==> src/rtl/hazard_stall_unit_if.sv <==
// Pipeline hazard bundle between the ID/EX control path and the stall/flush controller.
// The pipeline side drives the hazard inputs; the controller drives the stall, flush and hold controls.
interface hazard_stall_unit_if #(
  parameter int CNT_W = 16
);
  logic [4:0]       IFID_Rn;
  logic [4:0]       IFID_Rm;
  logic             IFID_UsesRn;
  logic             IFID_UsesRm;
  logic [4:0]       IDEX_Rd;
  logic             IDEX_MemRead;
  logic             branch_taken;
  logic             mem_busy;
  logic             PCWrite;
  logic             IFIDWrite;
  logic             IDEXBubble;
  logic             IFIDFlush;
  logic             PipeHold;
  logic             mem_timeout;
  logic [CNT_W-1:0] stall_cycles;

  modport master (
    output IFID_Rn, IFID_Rm, IFID_UsesRn, IFID_UsesRm, IDEX_Rd, IDEX_MemRead,
           branch_taken, mem_busy,
    input  PCWrite, IFIDWrite, IDEXBubble, IFIDFlush, PipeHold, mem_timeout,
           stall_cycles
  );

  modport slave (
    input  IFID_Rn, IFID_Rm, IFID_UsesRn, IFID_UsesRm, IDEX_Rd, IDEX_MemRead,
           branch_taken, mem_busy,
    output PCWrite, IFIDWrite, IDEXBubble, IFIDFlush, PipeHold, mem_timeout,
           stall_cycles
  );
endinterface

==> src/rtl/hazard_stall_unit.sv <==
// Stall/flush controller for the 5-stage LEGv8 pipeline: load-use bubbles, ID-resolved
// branch flushes, and whole-pipe freezes while data memory is busy, with a timeout trap.
module hazard_stall_unit #(
  parameter int ZERO_REG   = 31,
  parameter int DELAY_SLOT = 0,
  parameter int WAIT_MAX   = 15,
  parameter int CNT_W      = 16
) (
  input  logic             clk,
  input  logic             reset,
  hazard_stall_unit_if.slave hs
);
  localparam int WC = (WAIT_MAX < 2) ? 1 : $clog2(WAIT_MAX + 1);

  typedef enum logic [1:0] {
    RUN      = 2'd0,
    MEM_WAIT = 2'd1,
    ERROR    = 2'd2
  } state_t;

  state_t           state_q, state_d;
  logic [WC-1:0]    wait_cnt_q, wait_cnt_d;
  logic [CNT_W-1:0] stall_q, stall_d;

  logic lu;
  logic pc_write, ifid_write, idex_bubble, ifid_flush, pipe_hold, timeout;

  assign lu = hs.IDEX_MemRead && (hs.IDEX_Rd != 5'(ZERO_REG)) &&
              ((hs.IFID_UsesRn && (hs.IFID_Rn == hs.IDEX_Rd)) ||
               (hs.IFID_UsesRm && (hs.IFID_Rm == hs.IDEX_Rd)));

  always_ff @(posedge clk or negedge reset) begin
    if (!reset) begin
      state_q    <= RUN;
      wait_cnt_q <= '0;
      stall_q    <= '0;
    end else begin
      state_q    <= state_d;
      wait_cnt_q <= wait_cnt_d;
      stall_q    <= stall_d;
    end
  end

  always_comb begin
    state_d     = state_q;
    wait_cnt_d  = wait_cnt_q;
    pc_write    = 1'b1;
    ifid_write  = 1'b1;
    idex_bubble = 1'b0;
    ifid_flush  = 1'b0;
    pipe_hold   = 1'b0;
    timeout     = 1'b0;

    case (state_q)
      RUN, MEM_WAIT: begin
        if (hs.mem_busy) begin
          pc_write   = 1'b0;
          ifid_write = 1'b0;
          pipe_hold  = 1'b1;
          if (state_q == RUN) begin
            state_d    = MEM_WAIT;
            wait_cnt_d = WC'(1);
          end else if (wait_cnt_q == WC'(WAIT_MAX)) begin
            state_d = ERROR;
          end else begin
            wait_cnt_d = wait_cnt_q + 1'b1;
          end
        end else begin
          // Memory done: the ordinary hazard rules apply in this very cycle.
          state_d    = RUN;
          wait_cnt_d = '0;
          if (lu) begin
            pc_write    = 1'b0;
            ifid_write  = 1'b0;
            idex_bubble = 1'b1;
          end else if (hs.branch_taken && (DELAY_SLOT == 0)) begin
            ifid_flush = 1'b1;
          end
        end
      end
      ERROR: begin
        pc_write   = 1'b0;
        ifid_write = 1'b0;
        pipe_hold  = 1'b1;
        timeout    = 1'b1;
      end
      default: begin
        state_d    = RUN;
        wait_cnt_d = '0;
      end
    endcase
  end

  always_comb begin
    stall_d = stall_q;
    if (!pc_write && (stall_q != {CNT_W{1'b1}})) begin
      stall_d = stall_q + 1'b1;
    end
  end

  assign hs.PCWrite      = pc_write;
  assign hs.IFIDWrite    = ifid_write;
  assign hs.IDEXBubble   = idex_bubble;
  assign hs.IFIDFlush    = ifid_flush;
  assign hs.PipeHold     = pipe_hold;
  assign hs.mem_timeout  = timeout;
  assign hs.stall_cycles = stall_q;
endmodule

==> src/flat_wrapper.sv <==
// flat-port wrapper written by rule: the top's interface ports become plain ports
module hazard_stall_unit_flat 
#(
  parameter int ZERO_REG   = 31,
  parameter int DELAY_SLOT = 0,
  parameter int WAIT_MAX   = 15,
  parameter int CNT_W      = 16
)
  (clk, reset, hs_IFID_Rn, hs_IFID_Rm, hs_IFID_UsesRn, hs_IFID_UsesRm, hs_IDEX_Rd, hs_IDEX_MemRead, hs_branch_taken, hs_mem_busy, hs_PCWrite, hs_IFIDWrite, hs_IDEXBubble, hs_IFIDFlush, hs_PipeHold, hs_mem_timeout, hs_stall_cycles);
  hazard_stall_unit_if #(.CNT_W(CNT_W)) hs_i ();
  input  logic clk;
  input  logic reset;
  input wire logic [$bits(hs_i.IFID_Rn)-1:0] hs_IFID_Rn;
  input wire logic [$bits(hs_i.IFID_Rm)-1:0] hs_IFID_Rm;
  input wire logic [$bits(hs_i.IFID_UsesRn)-1:0] hs_IFID_UsesRn;
  input wire logic [$bits(hs_i.IFID_UsesRm)-1:0] hs_IFID_UsesRm;
  input wire logic [$bits(hs_i.IDEX_Rd)-1:0] hs_IDEX_Rd;
  input wire logic [$bits(hs_i.IDEX_MemRead)-1:0] hs_IDEX_MemRead;
  input wire logic [$bits(hs_i.branch_taken)-1:0] hs_branch_taken;
  input wire logic [$bits(hs_i.mem_busy)-1:0] hs_mem_busy;
  output wire logic [$bits(hs_i.PCWrite)-1:0] hs_PCWrite;
  output wire logic [$bits(hs_i.IFIDWrite)-1:0] hs_IFIDWrite;
  output wire logic [$bits(hs_i.IDEXBubble)-1:0] hs_IDEXBubble;
  output wire logic [$bits(hs_i.IFIDFlush)-1:0] hs_IFIDFlush;
  output wire logic [$bits(hs_i.PipeHold)-1:0] hs_PipeHold;
  output wire logic [$bits(hs_i.mem_timeout)-1:0] hs_mem_timeout;
  output wire logic [$bits(hs_i.stall_cycles)-1:0] hs_stall_cycles;
  assign hs_i.IFID_Rn = hs_IFID_Rn;
  assign hs_i.IFID_Rm = hs_IFID_Rm;
  assign hs_i.IFID_UsesRn = hs_IFID_UsesRn;
  assign hs_i.IFID_UsesRm = hs_IFID_UsesRm;
  assign hs_i.IDEX_Rd = hs_IDEX_Rd;
  assign hs_i.IDEX_MemRead = hs_IDEX_MemRead;
  assign hs_i.branch_taken = hs_branch_taken;
  assign hs_i.mem_busy = hs_mem_busy;
  assign hs_PCWrite = hs_i.PCWrite;
  assign hs_IFIDWrite = hs_i.IFIDWrite;
  assign hs_IDEXBubble = hs_i.IDEXBubble;
  assign hs_IFIDFlush = hs_i.IFIDFlush;
  assign hs_PipeHold = hs_i.PipeHold;
  assign hs_mem_timeout = hs_i.mem_timeout;
  assign hs_stall_cycles = hs_i.stall_cycles;
  hazard_stall_unit #(.ZERO_REG(ZERO_REG), .DELAY_SLOT(DELAY_SLOT), .WAIT_MAX(WAIT_MAX), .CNT_W(CNT_W)) u_core (.clk(clk), .reset(reset), .hs(hs_i));
endmodule
==> config.mk <==
export PLATFORM = sky130hd
export DESIGN_NAME = hazard_stall_unit_flat
export DESIGN_NICKNAME = d
export VERILOG_FILES = /design/src/rtl/hazard_stall_unit_if.sv /design/src/rtl/hazard_stall_unit.sv /design/src/flat_wrapper.sv
export SDC_FILE = /design/constraint.sdc
export NUM_CORES = 1
export LEC_CHECK = 0
export BUFFER_PORTS_ARGS = -buffer_cell sky130_fd_sc_hd__buf_4
export CAP_MARGIN = 0
export CELL_PAD_IN_SITES_DETAIL_PLACEMENT = 1
export CELL_PAD_IN_SITES_GLOBAL_PLACEMENT = 1
export CORE_UTILIZATION = 35
export CTS_CLUSTER_DIAMETER = 150
export DETAILED_ROUTE_END_ITERATION = 10
export HOLD_SLACK_MARGIN = 0.02
export PLACE_DENSITY_LB_ADDON = 0.1
export SYNTH_ARGS = -nofsm -noshare
export SYNTH_HDL_FRONTEND = slang
export SYNTH_SLANG_ARGS = --single-unit
==> constraint.sdc <==
create_clock -name clk -period 2 [get_ports clk]
set_input_delay 0.1 -clock clk [delete_from_list [all_inputs] [get_ports clk]]
set_output_delay 0.1 -clock clk [all_outputs]
set_load 0.01 [all_outputs]
==> run metrics <==
status finished clean; Seq cells post-synth 22; setup ws final 0.0890 ns; final cell count without fillers 221; Worst Path Required 2.21 ns; Flop pwr share between 50 and 60%; Num CTS Buffers 3; Worst-path clk slew 0.13 ns; largest net degree at the start of global routing 23; post-route antenna net violation count 0; clock buffer depth 2; part of the power in combinational logic 9.1%; CTS tree done; Mapped Cells 121; HP Class in2async; initial core utilization 36.7%; net load switching power 0.176 mW; Die Ht just over 60 um; Synth warnings 0; placed wire-length estimate 2.59 mm; CTS root buffer clkbuf_4; port bufs 43; crit path DAT 2.12 ns; critical path fanouts, max 10; relative slew slack 68.9%; Clk Latency, worst-skew pair 0.31 ns; Switching Fraction between 20% and 30%; Die Wd 61.1 um; period utilization 95.5%; Starting DRT DRC Count 44; Seq/Total Area, Yosys 45.0%; Pleak 0.800 nW; minimum clock period 1.91 ns; total die area approximately 3700 um^2; Setup CP Type reg2reg; DR vias 1147; crit path launch type flip-flop; H-tree lvl count 1; initial antenna violation count 0; count of endpoints failing hold in the final timing report 0; Max Clock Freq around 0.52 GHz; vias in the first global route about 1100; clock network power share ~39%; placed cell count roughly 210; Max-Cap Viols 0; Power Internal about 0.69 mW; vias per cell a little over 5; R2R cell count 7; TritonRoute pass-1 iters 4; worst-margin pin slew around 0.47 ns; I/O pins 44; Mapped Avg Cell Area roughly 10 um^2; area grow syn2layout 41.4%; Core Rows 21; share of layout cells above drive strength 1 between 30% and 40%; Setup crit end kind flip-flop; Yosys cell types 34; Reg-to-Reg Start u_core.hs.stall_cycles[1]$_DFFE_PN0P_; Pwr per Cell Area 503 nW/um^2; Synth Net Count 145; first-pass GRT wire length approximately 5.3 mm; WL final 3.33 mm; VDD IR max roughly 0.34 mV; fin util roughly half; DRC 0; GPL Wtd Cong 0.747; grt ovf 0; Core Footprint 3340 um^2; WL/cell 15.1 um; diodes inserted 0; clock tree sinks 22; fillers 399; Setup Viol. Count Final 0; CP startpoint u_core.hs.stall_cycles[1]$_DFFE_PN0P_; GRT Overall Usage 19.1%; Setup Skew 0.00404 ns; Final #Nets 200; dpl ws around 0.019 ns; Slew Viols, Final 0; Power Total just under 0.9 mW; area of the mapped netlist 1220 um^2
synth_stat cells:
cell,instances,area share (%)
a211oi_1,1,0.61
a21o_1,1,0.61
a21oi_1,2,0.82
a32oi_1,1,0.72
and2_1,3,1.5
and3_1,4,2.0
and4_1,2,1.4
buf_4,1,0.61
dfrtp_1,22,45
ha_1,2,2.0
inv_1,4,1.2
mux2_1,2,1.8
nand2_1,9,2.8
nand2b_1,2,1.0
nand3_1,9,3.7
nand3b_1,1,0.61
nand4_1,7,3.6
nor2_1,3,0.92
nor2b_1,1,0.51
nor3_1,1,0.41
nor4_1,2,1.0
nor4_2,1,1.0
o2111ai_1,2,1.4
o211a_1,1,0.82
o211ai_1,1,0.61
o21ai_0,3,1.2
o21ai_1,3,1.2
o21ai_2,1,0.72
o22ai_1,1,0.51
o31a_1,1,0.72
or2_1,2,1.0
or3_1,1,0.51
xnor2_1,13,9.3
xor2_1,11,7.9
critical path: stages, from the launching register on:
cell	delay, ns
dfrtp_1	0.41
ha_2	0.22
and3_4	0.21
nand4_1	0.20
o21ai_2	0.22
o21ai_2	0.08
buf_6	0.16
mux2_1	0.30
per-stage QoR:
step                instance area [um^2]  hold WS [ns]  TNS, ns
global placement                    1630      0.000586        0
finish                              1730         0.203        0
detailed placement                  1630      0.000172        0
floorplan                           1220        -0.196        0
global route                        1730         0.223  -0.0281
CTS                                 1700         0.200        0
cells in the final DEF (no fill, tap or decap), types with 2 or more instances in the layout:
| master | Yosys | routed |
|---|---|---|
| nor4_1 | 2 | 2 |
| dfrtp_1 | 22 | 22 |
| nand2_1 | 9 | 9 |
| xnor2_1 | 13 | 13 |
| mux2_1 | 2 | 2 |
| and3_1 | 4 | 3 |
| buf_4 | 1 | 49 |
| a21oi_1 | 2 | 2 |
| o21ai_2 | 1 | 3 |
| nand3_1 | 9 | 9 |
| o21ai_0 | 3 | 3 |
| nor2_1 | 3 | 3 |
| nand4_1 | 7 | 7 |
| o2111ai_1 | 2 | 2 |
| and2_1 | 3 | 3 |
| and4_1 | 2 | 2 |
| xor2_1 | 11 | 11 |
| inv_1 | 4 | 4 |
| nand2b_1 | 2 | 2 |
| clkbuf_4 | 0 | 3 |
| or2_1 | 2 | 2 |
layout make-up:
| cell class | instances | area [um^2] | share of cell area [%] |
|---|---|---|---|
| Timing Repair Buffer | 51 | 389 | 22.5 |
| Clock buffer | 3 | 22.5 | 1.30 |
| Sequential cell | 22 | 551 | 31.8 |
| Clock inverter | 1 | 30.0 | 1.74 |
| Tap cell | 46 | 57.6 | 3.33 |
| Multi-Input combinational cell | 94 | 666 | 38.5 |
| Inverter | 4 | 15.0 | 0.868 |
power groups by stage:
| stage | logic, mW | clock network, mW | registers, mW |
|---|---|---|---|
| 3_5_place_dp | 0.0787 | 0 | 0.457 |
| 6_report | 0.0792 | 0.342 | 0.449 |
| 4_1_cts | 0.0806 | 0.355 | 0.449 |
| 5_1_grt | 0.0869 | 0.370 | 0.449 |
| 2_1_floorplan | 0.0204 | 0 | 0.459 |
| 3_3_place_gp | 0.0770 | 0 | 0.457 |
final timing paths:
check	end	slack (ns)
max	u_core.hs.stall_cycles[1]$_DFFE_PN0P_	0.09
min	u_core.hs.stall_cycles[12]$_DFFE_PN0P_	0.20
max reg2reg	u_core.hs.stall_cycles[1]$_DFFE_PN0P_	0.09
min reg2reg	u_core.hs.stall_cycles[10]$_DFFE_PN0P_	0.51
max in group asynchronous	u_core.wait_cnt_q[2]$_DFFE_PN0P_	1.58
min in group clk	u_core.wait_cnt_q[0]$_DFFE_PN0P_	0.24
kinds of logic after synthesis:
family          Yosys count  share of synthesized area, %
compound gates           18                          10.0
simple gates             48                          22.1
xor+xnor                 24                          17.2
flops                    22                          45.0
buf+inv                   5                          1.84
fa+ha+maj                 2                          2.04
mux                       2                          1.84
registers in the layout, indices dropped and copies added, names as in the netlist:
name / flops
u_core.wait_cnt_q: 4
u_core.hs.stall_cycles: 16
u_core.state_q: 2
metal layers:
metal	share of wire [%]	vias to the layer above	track usage [%]
met1	38	570	21.5
met3	4.1	8	3.36
met4	2.0	0	7.47
met5	0	-	0
li1	-	542	-
met2	56	27	35.7
timing repair:
| item | CTS | global route |
|---|---|---|
| hold endpoints to repair | 22 | 0 |
| gates resized for setup | 0 | 6 |
| setup endpoints to repair | 0 | 8 |
| buffers inserted | 0 | 2 |
| hold buffers | 1 | 0 |
Power figures use the tool's default switching activity.
